==> config.mk <==
export PLATFORM = sky130hd
export DESIGN_NAME = instr_encoder
export DESIGN_NICKNAME = d
export VERILOG_FILES = /design/src/rtl/instr_encoder.sv
export SDC_FILE = /design/constraint.sdc
export NUM_CORES = 1
export LEC_CHECK = 0
export ABC_CLOCK_PERIOD_IN_PS = 3300
export CAP_MARGIN = 10
export CORE_AREA = 2 2 121 111
export DETAILED_ROUTE_END_ITERATION = 8
export DIE_AREA = 0 0 123 113
export PLACE_DENSITY = 0.85
export SETUP_SLACK_MARGIN = 0.02
export SLEW_MARGIN = 5
export SYNTH_ARGS = -nofsm -noshare
export SYNTH_HDL_FRONTEND = slang
export SYNTH_SLANG_ARGS = --single-unit
==> constraint.sdc <==
create_clock -name clk_i -period 3.3 [get_ports clk_i]
set_input_delay 0.66 -clock clk_i [delete_from_list [all_inputs] [get_ports clk_i]]
set_output_delay 0.66 -clock clk_i [all_outputs]
set_load 0.01 [all_outputs]
==> src/rtl/instr_encoder.sv <==
// instr_encoder: encodes MIPS-style instruction fields and streams the words through a 4-deep FIFO to memory.
module instr_encoder (
  input  logic        clk_i,
  input  logic        rst_i,
  input  logic        in_valid_i,
  output logic        in_ready_o,
  input  logic [3:0]  kind_i,
  input  logic [4:0]  rs_i,
  input  logic [4:0]  rt_i,
  input  logic [4:0]  rd_i,
  input  logic [5:0]  funct_i,
  input  logic [15:0] imm_i,
  input  logic [25:0] target_i,
  input  logic        mem_ready_i,
  output logic        mem_we_o,
  output logic [31:0] mem_addr_o,
  output logic [31:0] mem_data_o,
  output logic [2:0]  count_o,
  output logic        err_o,
  output logic        wrap_o
);
  logic [31:0] fifo_q [4];
  logic [1:0]  wptr_q, rptr_q;
  logic [2:0]  count_q, count_d;
  logic [7:0]  addr_q, addr_d;
  logic        err_q, wrap_q;
  logic [5:0]  op;
  logic [31:0] word;
  logic        legal, xfer, push, pop;
  always_comb begin
    op = kind_i == 4'd2 ? 6'd4 : kind_i == 4'd3 ? 6'd5 : kind_i == 4'd4 ? 6'd8 :
         kind_i == 4'd6 ? 6'd13 : kind_i == 4'd7 ? 6'd35 : 6'd43;
    word = kind_i == 4'd0 ? {6'd0, rs_i, rt_i, rd_i, 5'd0, funct_i} :
           kind_i == 4'd1 ? {6'd2, target_i} :
           kind_i == 4'd5 ? {6'd15, 5'd0, rt_i, imm_i} : {op, rs_i, rt_i, imm_i};
    legal = kind_i <= 4'd8;
    xfer = in_valid_i && in_ready_o;
    push = xfer && legal;
    pop = mem_we_o && mem_ready_i;
    count_d = count_q + {2'd0, push} - {2'd0, pop};
    addr_d = pop ? addr_q + 8'd1 : addr_q;
  end
  assign in_ready_o = count_q != 3'd4;
  assign mem_we_o   = count_q != 3'd0;
  assign mem_data_o = mem_we_o ? fifo_q[rptr_q] : 32'd0;
  assign mem_addr_o = {22'd0, addr_q, 2'b00};
  assign count_o    = count_q;
  assign err_o      = err_q;
  assign wrap_o     = wrap_q;
  always_ff @(posedge clk_i) begin
    if (rst_i) begin
      wptr_q  <= 2'd0;
      rptr_q  <= 2'd0;
      count_q <= 3'd0;
      addr_q  <= 8'd0;
      err_q   <= 1'b0;
      wrap_q  <= 1'b0;
    end else begin
      if (push) fifo_q[wptr_q] <= word;
      if (push) wptr_q <= wptr_q + 2'd1;
      if (pop) rptr_q <= rptr_q + 2'd1;
      if (pop && addr_q == 8'hFF) wrap_q <= 1'b1;
      count_q <= count_d;
      addr_q  <= addr_d;
      err_q   <= xfer && !legal;
    end
  end
endmodule

Yosys cells after proc, flatten, opt, wreduce, memory -nomap -nowiden
Memory sizes are Yosys's and may differ from the RTL's. A register that Yosys moved wholly into a read port is not among the register bits.
Index checks and enable logic that the tools add are counted.
{"block": "word_totals", "regBits": 17, "latchBits": 0, "mem_bits_rw": 128, "rom_bits": 0, "input_bits": 71, "out_inout_bits": 71, "wordCells": 44, "n_memories": 1}
{"memory": "fifo_q", "words": 4, "width": 32, "rd": 1, "rd_clocked_by_memory_dff": 1, "write_ports": 1, "line": "22", "source": "logic [31:0] fifo_q [4];"}
{"block": "classes", "add_sub_neg": 5, "multipliers": 0, "div_mod_pow": 0, "n_lt_le_gt_ge": 1, "n_eq_ne": 9, "shift": 0, "muxes": 14, "bitwise_logic": 0, "reduce_logical": 8}
{"cell": "2-to-1 mux 32 bit", "count": 4}
{"cell": "2-to-1 mux 6 bit", "count": 4}
{"cell": "== test 4 x 3 -> 1 bit, second input constant", "count": 4}
{"cell": "adder 8 x 1 -> 8 bit, second input constant", "count": 1}
{"cell": "== test 4 x 2 -> 1 bit, second input constant", "count": 2}
{"cell": "== test 8 bit, second input constant", "count": 1}
{"cell": "logical AND 1 bit", "count": 5}
{"cell": "adder 2 x 1 -> 2 bit, second input constant", "count": 2}
{"cell": "== test 4 x 1 -> 1 bit, second input constant", "count": 1}
{"cell": "<= comparator 4 bit, second input constant", "count": 1}
{"cell": "logical NOT 4 bit", "count": 1}
{"cell": "2-to-1 mux 2 bit", "count": 2}
{"cell": "2-to-1 mux 4 bit", "count": 1}
{"cell": "adder 3 x 1 -> 3 bit", "count": 1}
{"cell": "2-to-1 mux 1 bit", "count": 3}
{"cell": "inequality test 3 bit, second input constant", "count": 1}
{"cell": "nonzero test 3 bit", "count": 1}
{"cell": "subtractor 3 x 1 -> 3 bit", "count": 1}
{"cell": "logical NOT 1 bit", "count": 1}

Longest topological paths before layout
Gate-level depths: netlist (run 1).
{"block": "depth", "depth_word": 9, "ltp_mapped": 11, "depth_no_buf": 9}

Worst setup path before layout (run 1)
Ideal clock, no wire load.
{"block": "synth_path", "path_kind": "input port to flip-flop", "startpoint": "input port kind_i[1]", "endpoint": "memory fifo_q[0][0] (enable)", "arrival_ns": 2.174, "required_ns": 2.909, "setup_slack_ns": 0.735, "path_stages": 4, "n_path_buf": 1, "cell_sequence": "buf_2 > o31ai_4 > and4b_1 > and2_1"}
{"block": "synth_between", "elab_chain_cells": 5}
{"element": "from (decl)", "line": "7", "source": "input logic [3:0] kind_i,"}
{"element": "<= comparator 4 bit", "line": "36", "source": "legal = kind_i <= 4'd8;"}
{"element": "logical AND 1 bit", "line": "38", "source": "push = xfer && legal;"}
{"element": "2-to-1 mux 1 bit", "line": "59", "source": "if (push) fifo_q[wptr_q] <= word;"}
{"element": "2-to-1 mux 1 bit", "line": "51", "source": "if (rst_i) begin"}
{"element": "2-to-1 mux 1 bit (implied by the code)", "line": "59"}
{"element": "to (decl)", "line": "22"}
No other way between the ends.

==> reports/qor.csv, run 1 <==
stage,metric,value,unit
layout,nFillCells,903,
clock_tree,htree_levels,4,
clock_tree,clockBufferDepth,2,
clock_tree,cts_resized,0,
drt,wl_met1,4950,um
clock_tree,cts_tree,done,
timing,slew_violations,0,
drt,highest_layer,met4,
drt,wl_per_cell,17.8,um
hold_path,hold_class,reg -> reg,
yosys,synth_xor_area_frac,0.00963,
die,die_h,113,um
clock_tree,hold_buffers,0,
clock_tree,clk_latency,410,ps
place,place_ws,202,ps
clock_tree,cts.sink_count,143,
critical_path,cp.required,2640,ps
timing,slew_headroom,0.380,
timing,worstMarginPinSlew,930,ps
die,die-area,13900,um2
yosys,synth.cell_area,6360,um2
drt,first_pass_iters,6,
timing,setup_viol,0,
power,powerDensity,683,nW/um2
grt,antenna_found_initial,0,
timing,period_needed,2940,ps
place,hpwl,8630,um
yosys,synth_compound_area_frac,0.0395,
grt,grt_max_degree,28,
power,p_leak,2.85,nW
yosys,synth_top_family_by_area,multiplexers,
place,gp_congestion,0.802,
timing,skew,10.8,ps
drt,ant_nets,0,
yosys,synth.distinct_cells,44,
critical_path,end_kind,output pin,
yosys,seq_area_frac_synth,0.645,
yosys,yosys.area_share.simple,0.0952,
place,io_buffers,116,
yosys,yosysWarningCount,0,
timing,hold_viol,0,
clock_tree,clkTransAtPathRegs,60,ps
layout,drive_gt1_frac,0.170,
yosys,ys_seq_elements,143,
grt,grtUsageTotal,0.191,
timing,final.period_utilization,0.890,
timing,fin_tns_setup,0,ps
layout,multi_input_area,2030,um2
drt,first_iter_violations,252,
die,ios,142,
critical_path,arrival,2280,ps
flow_run,maxCapViolCount,0,
clock_tree,postCtsSetupRepairBufs,0,
layout,regArea,4110,um2
drt,met2_length,7030,um
clock_tree,cts_made_buffers,17,
die,die_x,123,um
timing,max_freq,340,MHz
drt,route.detailed.drc,0,
timing,rsz0062_at_grt,false,
yosys,synthCells,414,
layout,syn_to_final_growth,30.1,%
grt,grt_pass1_vias,3993,
die,initial_core_util,0.505,
status,status,"complete, no violations",
drt,met3_length,621,um
critical_path,crit_type,reg -> out,
power,peakVddDrop,0.000358,V
clock_tree,ctsRootBufferMaster,clkbuf_16,
drt,via_per_inst,5.27,
yosys,syn_avg_cell_area,15.4,um2
timing,fin_ws,363,ps
critical_path,cp_max_fo,19,
grt,grt.overflow.total,0,
layout,diodes,0,
die,fp-row-count,39,
layout,final_net_count,618,
yosys,synth_mux_area_frac,0.141,
drt,vias,3775,
critical_path,worstSetupStartpointType,flop,
grt,grt_pass1_wl,19700,um
yosys,synthAdderAreaFrac,0.0169,
die,core,12600,um2
drt,postRouteWirelength,12700,um
## layer usage
layer | global-route usage | vias to the layer above
met1 | 0.216 | 1883
li1 | - | 1754
met2 | 0.354 | 126
met3 | 0.0408 | 12
met5 | 0 | -
met4 | 0.0614 | 0
## sequential cells by signal, summed over array words and instances, names as in the netlist, named ones only
name and cells:
wptr_q 2, fifo_q 124, count_o 3, rptr_q 2, wrap_o 1, addr_q 8
err_o 1
## cells in the mapped netlist
library cell  count  area (um2)
nor2b_1          34         213
dfxtp_1          19         380
nand3_2           1        10.0
buf_6             1        11.3
o31ai_4           2        42.5
and2_1            4        25.0
xnor2_1           3        26.3
nor4b_4           1        23.8
nand3_1           6        30.0
a21oi_1           6        30.0
buf_1             3        11.3
o311ai_0          1        8.76
mux2_1            1        11.3
nor3_1            3        15.0
nand4_1           2        12.5
nor2_1           12        45.0
xor2_1            4        35.0
buf_4            26         195
or4_1             2        15.0
or3b_1            2        17.5
mux4_2           31         698
edfxtp_1        124        3720
a31o_2            1        8.76
nand2_1          32         120
fa_1              1        20.0
or3_1             4        25.0
a31o_1            1        8.76
mux2_2            6        67.6
a21oi_2           1        8.76
clkbuf_1         10        37.5
a21o_1            2        15.0
mux2i_1          12         120
o21ai_1          10        50.1
and4b_1           1        10.0
o21ai_0           8        40.0
inv_1            10        37.5
nor4_1            1        6.26
nand2b_1          6        37.5
buf_2             8        40.0
o31ai_1           2        15.0
o311ai_2          1        16.3
ha_1              7        87.6
o21bai_1          1        7.51
conb_1            1        3.75
## cells by family after synthesis
logic type	Yosys count
flip-flops	143
AND/OR/NAND/NOR	111
buffers and inverters	58
multiplexers	50
AO/OA/AOI/OAI	36
adder cells (fa/ha/maj)	8
XOR/XNOR	7
other	1
## cell type report
type,count,area share
sequential,143,0.496
multi-input combinational,237,0.245
inverter,10,0.00454
tap,164,0.0248
clock buffer,19,0.0523
clock inverter,13,0.0168
timing repair buffer,130,0.161
## stage by stage
step / cell area [um2] / cells / hold WS, ps / utilization / total power, mW
after global routing: 8280 / 716 / 495 / 0.657 / 5.89
after CTS: 8280 / 716 / 451 / 0.657 / 5.71
after global placement: 7700 / 684 / 439 / 0.612 / 3.84
after floorplan: 6450 / 438 / 470 / - / 3.09
after detailed placement: 7700 / 684 / 443 / 0.612 / 3.88
final: 8280 / 716 / 446 / 0.657 / 5.65
## worst max-delay path, stage by stage (launching register included)
cell and delay, ps:
dfxtp_2 320, buf_4 350, mux4_2 550, nor2b_1 160
clkdlybuf4s50_1 480
## final timing paths
check / start / end / slack [ps] / depth (start not counted)
max: flop / mem_data_o[10] / 360 / 4
min: wrap_o / wrap_o / 450 / 2
max reg2reg: count_o[2] / count_o[2] / 870 / 9
min reg2reg: wrap_o / wrap_o / 450 / 2
## placed cells by master, fill, tap and decap left out, types with 3 or more instances in the layout
master / instances
clkbuf_16: 17
nor2_1: 12
dfxtp_1: 17
edfxtp_1: 124
mux2i_1: 12
buf_12: 5
clkdlybuf4s50_1: 116
nor2b_1: 34
xor2_1: 4
nand2b_1: 6
mux4_2: 31
or3_1: 4
inv_6: 3
ha_1: 7
a21oi_1: 6
xnor2_1: 3
mux2_2: 6
o21ai_0: 8
nand3_1: 6
conb_1: 25
clkinvlp_4: 4
inv_1: 10
and2_2: 4
nand2_1: 32
buf_4: 9
o21ai_1: 10
## report_power, final
part	internal, mW	leakage (nW)	total (mW)	switching (mW)
clock	1.11	0.268	1.83	0.713
sequential	2.06	1.28	2.15	0.0862
combinational	0.929	1.31	1.67	0.746
(Power assumes the default switching activity.)
==> run 2: changes to the inputs <==
--- a/config.mk
+++ b/config.mk
@@ -8,6 +8,7 @@
 export ABC_CLOCK_PERIOD_IN_PS = 3300
 export CAP_MARGIN = 10
 export CORE_AREA = 2 2 121 111
+export CTS_BUF_LIST = sky130_fd_sc_hd__clkbuf_4 sky130_fd_sc_hd__clkbuf_8
 export DETAILED_ROUTE_END_ITERATION = 8
 export DIE_AREA = 0 0 123 113
 export PLACE_DENSITY = 0.85
==> reports/qor.csv, run 2 (same netlist as run 1, synthesis figures left out) <==
stage,metric,value,unit
timing,rsz0062_at_grt,false,
die,die_x,123,um
critical_path,worstSetupStartpointType,flop,
clock_tree,clk_latency,420,ps
clock_tree,cts.sink_count,143,
grt,antenna_found_initial,0,
place,place_ws,202,ps
timing,final.period_utilization,0.895,
critical_path,critPathBufInv,2,
clock_tree,clockBufferDepth,2,
layout,final_net_count,618,
critical_path,crit_type,reg -> out,
die,die-area,13900,um2
clock_tree,hold_buffers,0,
timing,max_freq,339,MHz
drt,ant_nets,0,
clock_tree,htree_levels,4,
drt,via_per_inst,5.19,
critical_path,path_cells,buf_4 -> mux4_2 -> nor2b_1 -> clkdlybuf4s50_1,
critical_path,end_kind,output pin,
place,io_buffers,116,
layout,diodes,0,
hold_path,hold_class,reg -> reg,
critical_path,cp_slowest_cell,mux4_2,
power,p_leak,2.77,nW
die,fp-row-count,39,
critical_path,cp.required,2640,ps
layout,drive_gt1_frac,0.174,
layout,regArea,4110,um2
drt,wl_per_cell,17.4,um
flow_run,maxCapViolCount,0,
critical_path,cp_slowest_stage_delay,550,ps
drt,route.detailed.drc,0,
power,peakVddDrop,0.000314,V
status,status,"complete, no violations",
grt,grt_pass1_vias,3916,
clock_tree,clkTransAtPathRegs,80,ps
die,die_h,113,um
timing,skew,12.1,ps
timing,period_needed,2950,ps
timing,setup_viol,0,
die,core,12600,um2
place,gp_congestion,0.802,
clock_tree,ctsRootBufferMaster,clkbuf_8,
grt,grt.overflow.total,0,
layout,layout_commonest_cell,edfxtp_1,
layout,top_register,fifo_q,
clock_tree,cts_resized,0,
grt,grt_max_degree,28,
drt,vias,3719,
grt,grtUsageTotal,0.187,
die,ios,142,
clock_tree,cts_made_buffers,17,
drt,first_iter_violations,240,
die,initial_core_util,0.505,
critical_path,cp_max_fo,19,
layout,multi_input_area,2030,um2
timing,worstMarginPinSlew,926,ps
timing,fin_ws,348,ps
grt,grt_pass1_wl,19400,um
timing,slew_violations,0,
layout,largest_reg_flops,124,
drt,first_pass_iters,4,
layout,syn_to_final_growth,27.2,%
layout,nFillCells,920,
timing,whs,450,ps
layout,layout_common_cells,"edfxtp_1 (124), clkdlybuf4s50_1 (116), nor2b_1 (34)",
power,powerDensity,636,nW/um2
clock_tree,cts_tree,done,
timing,fin_tns_setup,0,ps
place,hpwl,8630,um
critical_path,critPathTopFamily,buffers and inverters,
critical_path,arrival,2290,ps
timing,hold_viol,0,
drt,postRouteWirelength,12500,um
clock_tree,postCtsSetupRepairBufs,0,
timing,slew_headroom,0.383,
-- run 2: cell type report --
| class | count | share of cell area |
|---|---|---|
| clock inverter | 13 | 0.0172 |
| multi-input combinational | 237 | 0.250 |
| sequential | 143 | 0.507 |
| tap | 164 | 0.0254 |
| timing repair buffer | 130 | 0.164 |
| clock buffer | 19 | 0.0308 |
| inverter | 10 | 0.00464 |
-- run 2: final timing paths --
check                   end        from  slack [ps]  cells after the start
min reg2reg          wrap_o      wrap_o         450                      2
min                  wrap_o      wrap_o         450                      2
max reg2reg      count_o[2]  count_o[2]         860                      9
max          mem_data_o[10]        flop         350                      4
-- run 2: report_power, final --
group	switching, mW	internal, mW	total, mW
clock	0.641	0.690	1.33
combinational	0.739	0.928	1.67
sequential	0.0873	2.06	2.15
-- run 2: routing by layer --
layer	vias to the layer above	global-route usage	routed length, um
li1	1749	-	-
met1	1839	0.214	4730
met2	125	0.345	6890
met3	6	0.0479	765
met4	0	0.0508	86
met5	-	0	0
-- run 2: stage by stage --
stage | utilization | std cells | area (um2) | power [mW]
global placement | 0.612 | 684 | 7700 | 3.84
detailed placement | 0.612 | 684 | 7700 | 3.88
floorplan | - | 438 | 6450 | 3.09
finish | 0.643 | 716 | 8090 | 5.14
global route | 0.643 | 716 | 8090 | 5.40
CTS | 0.643 | 716 | 8090 | 5.21
-- run 2: worst register-to-register path, stage by stage, from the launching register on --
cell and delay [ps]:
dfxtp_1 430, o31ai_4 530, inv_1 100, ha_1 290, inv_1 40, ha_1 180, fa_1 390, xnor2_1 180
xnor2_1 140, nor2_1 50
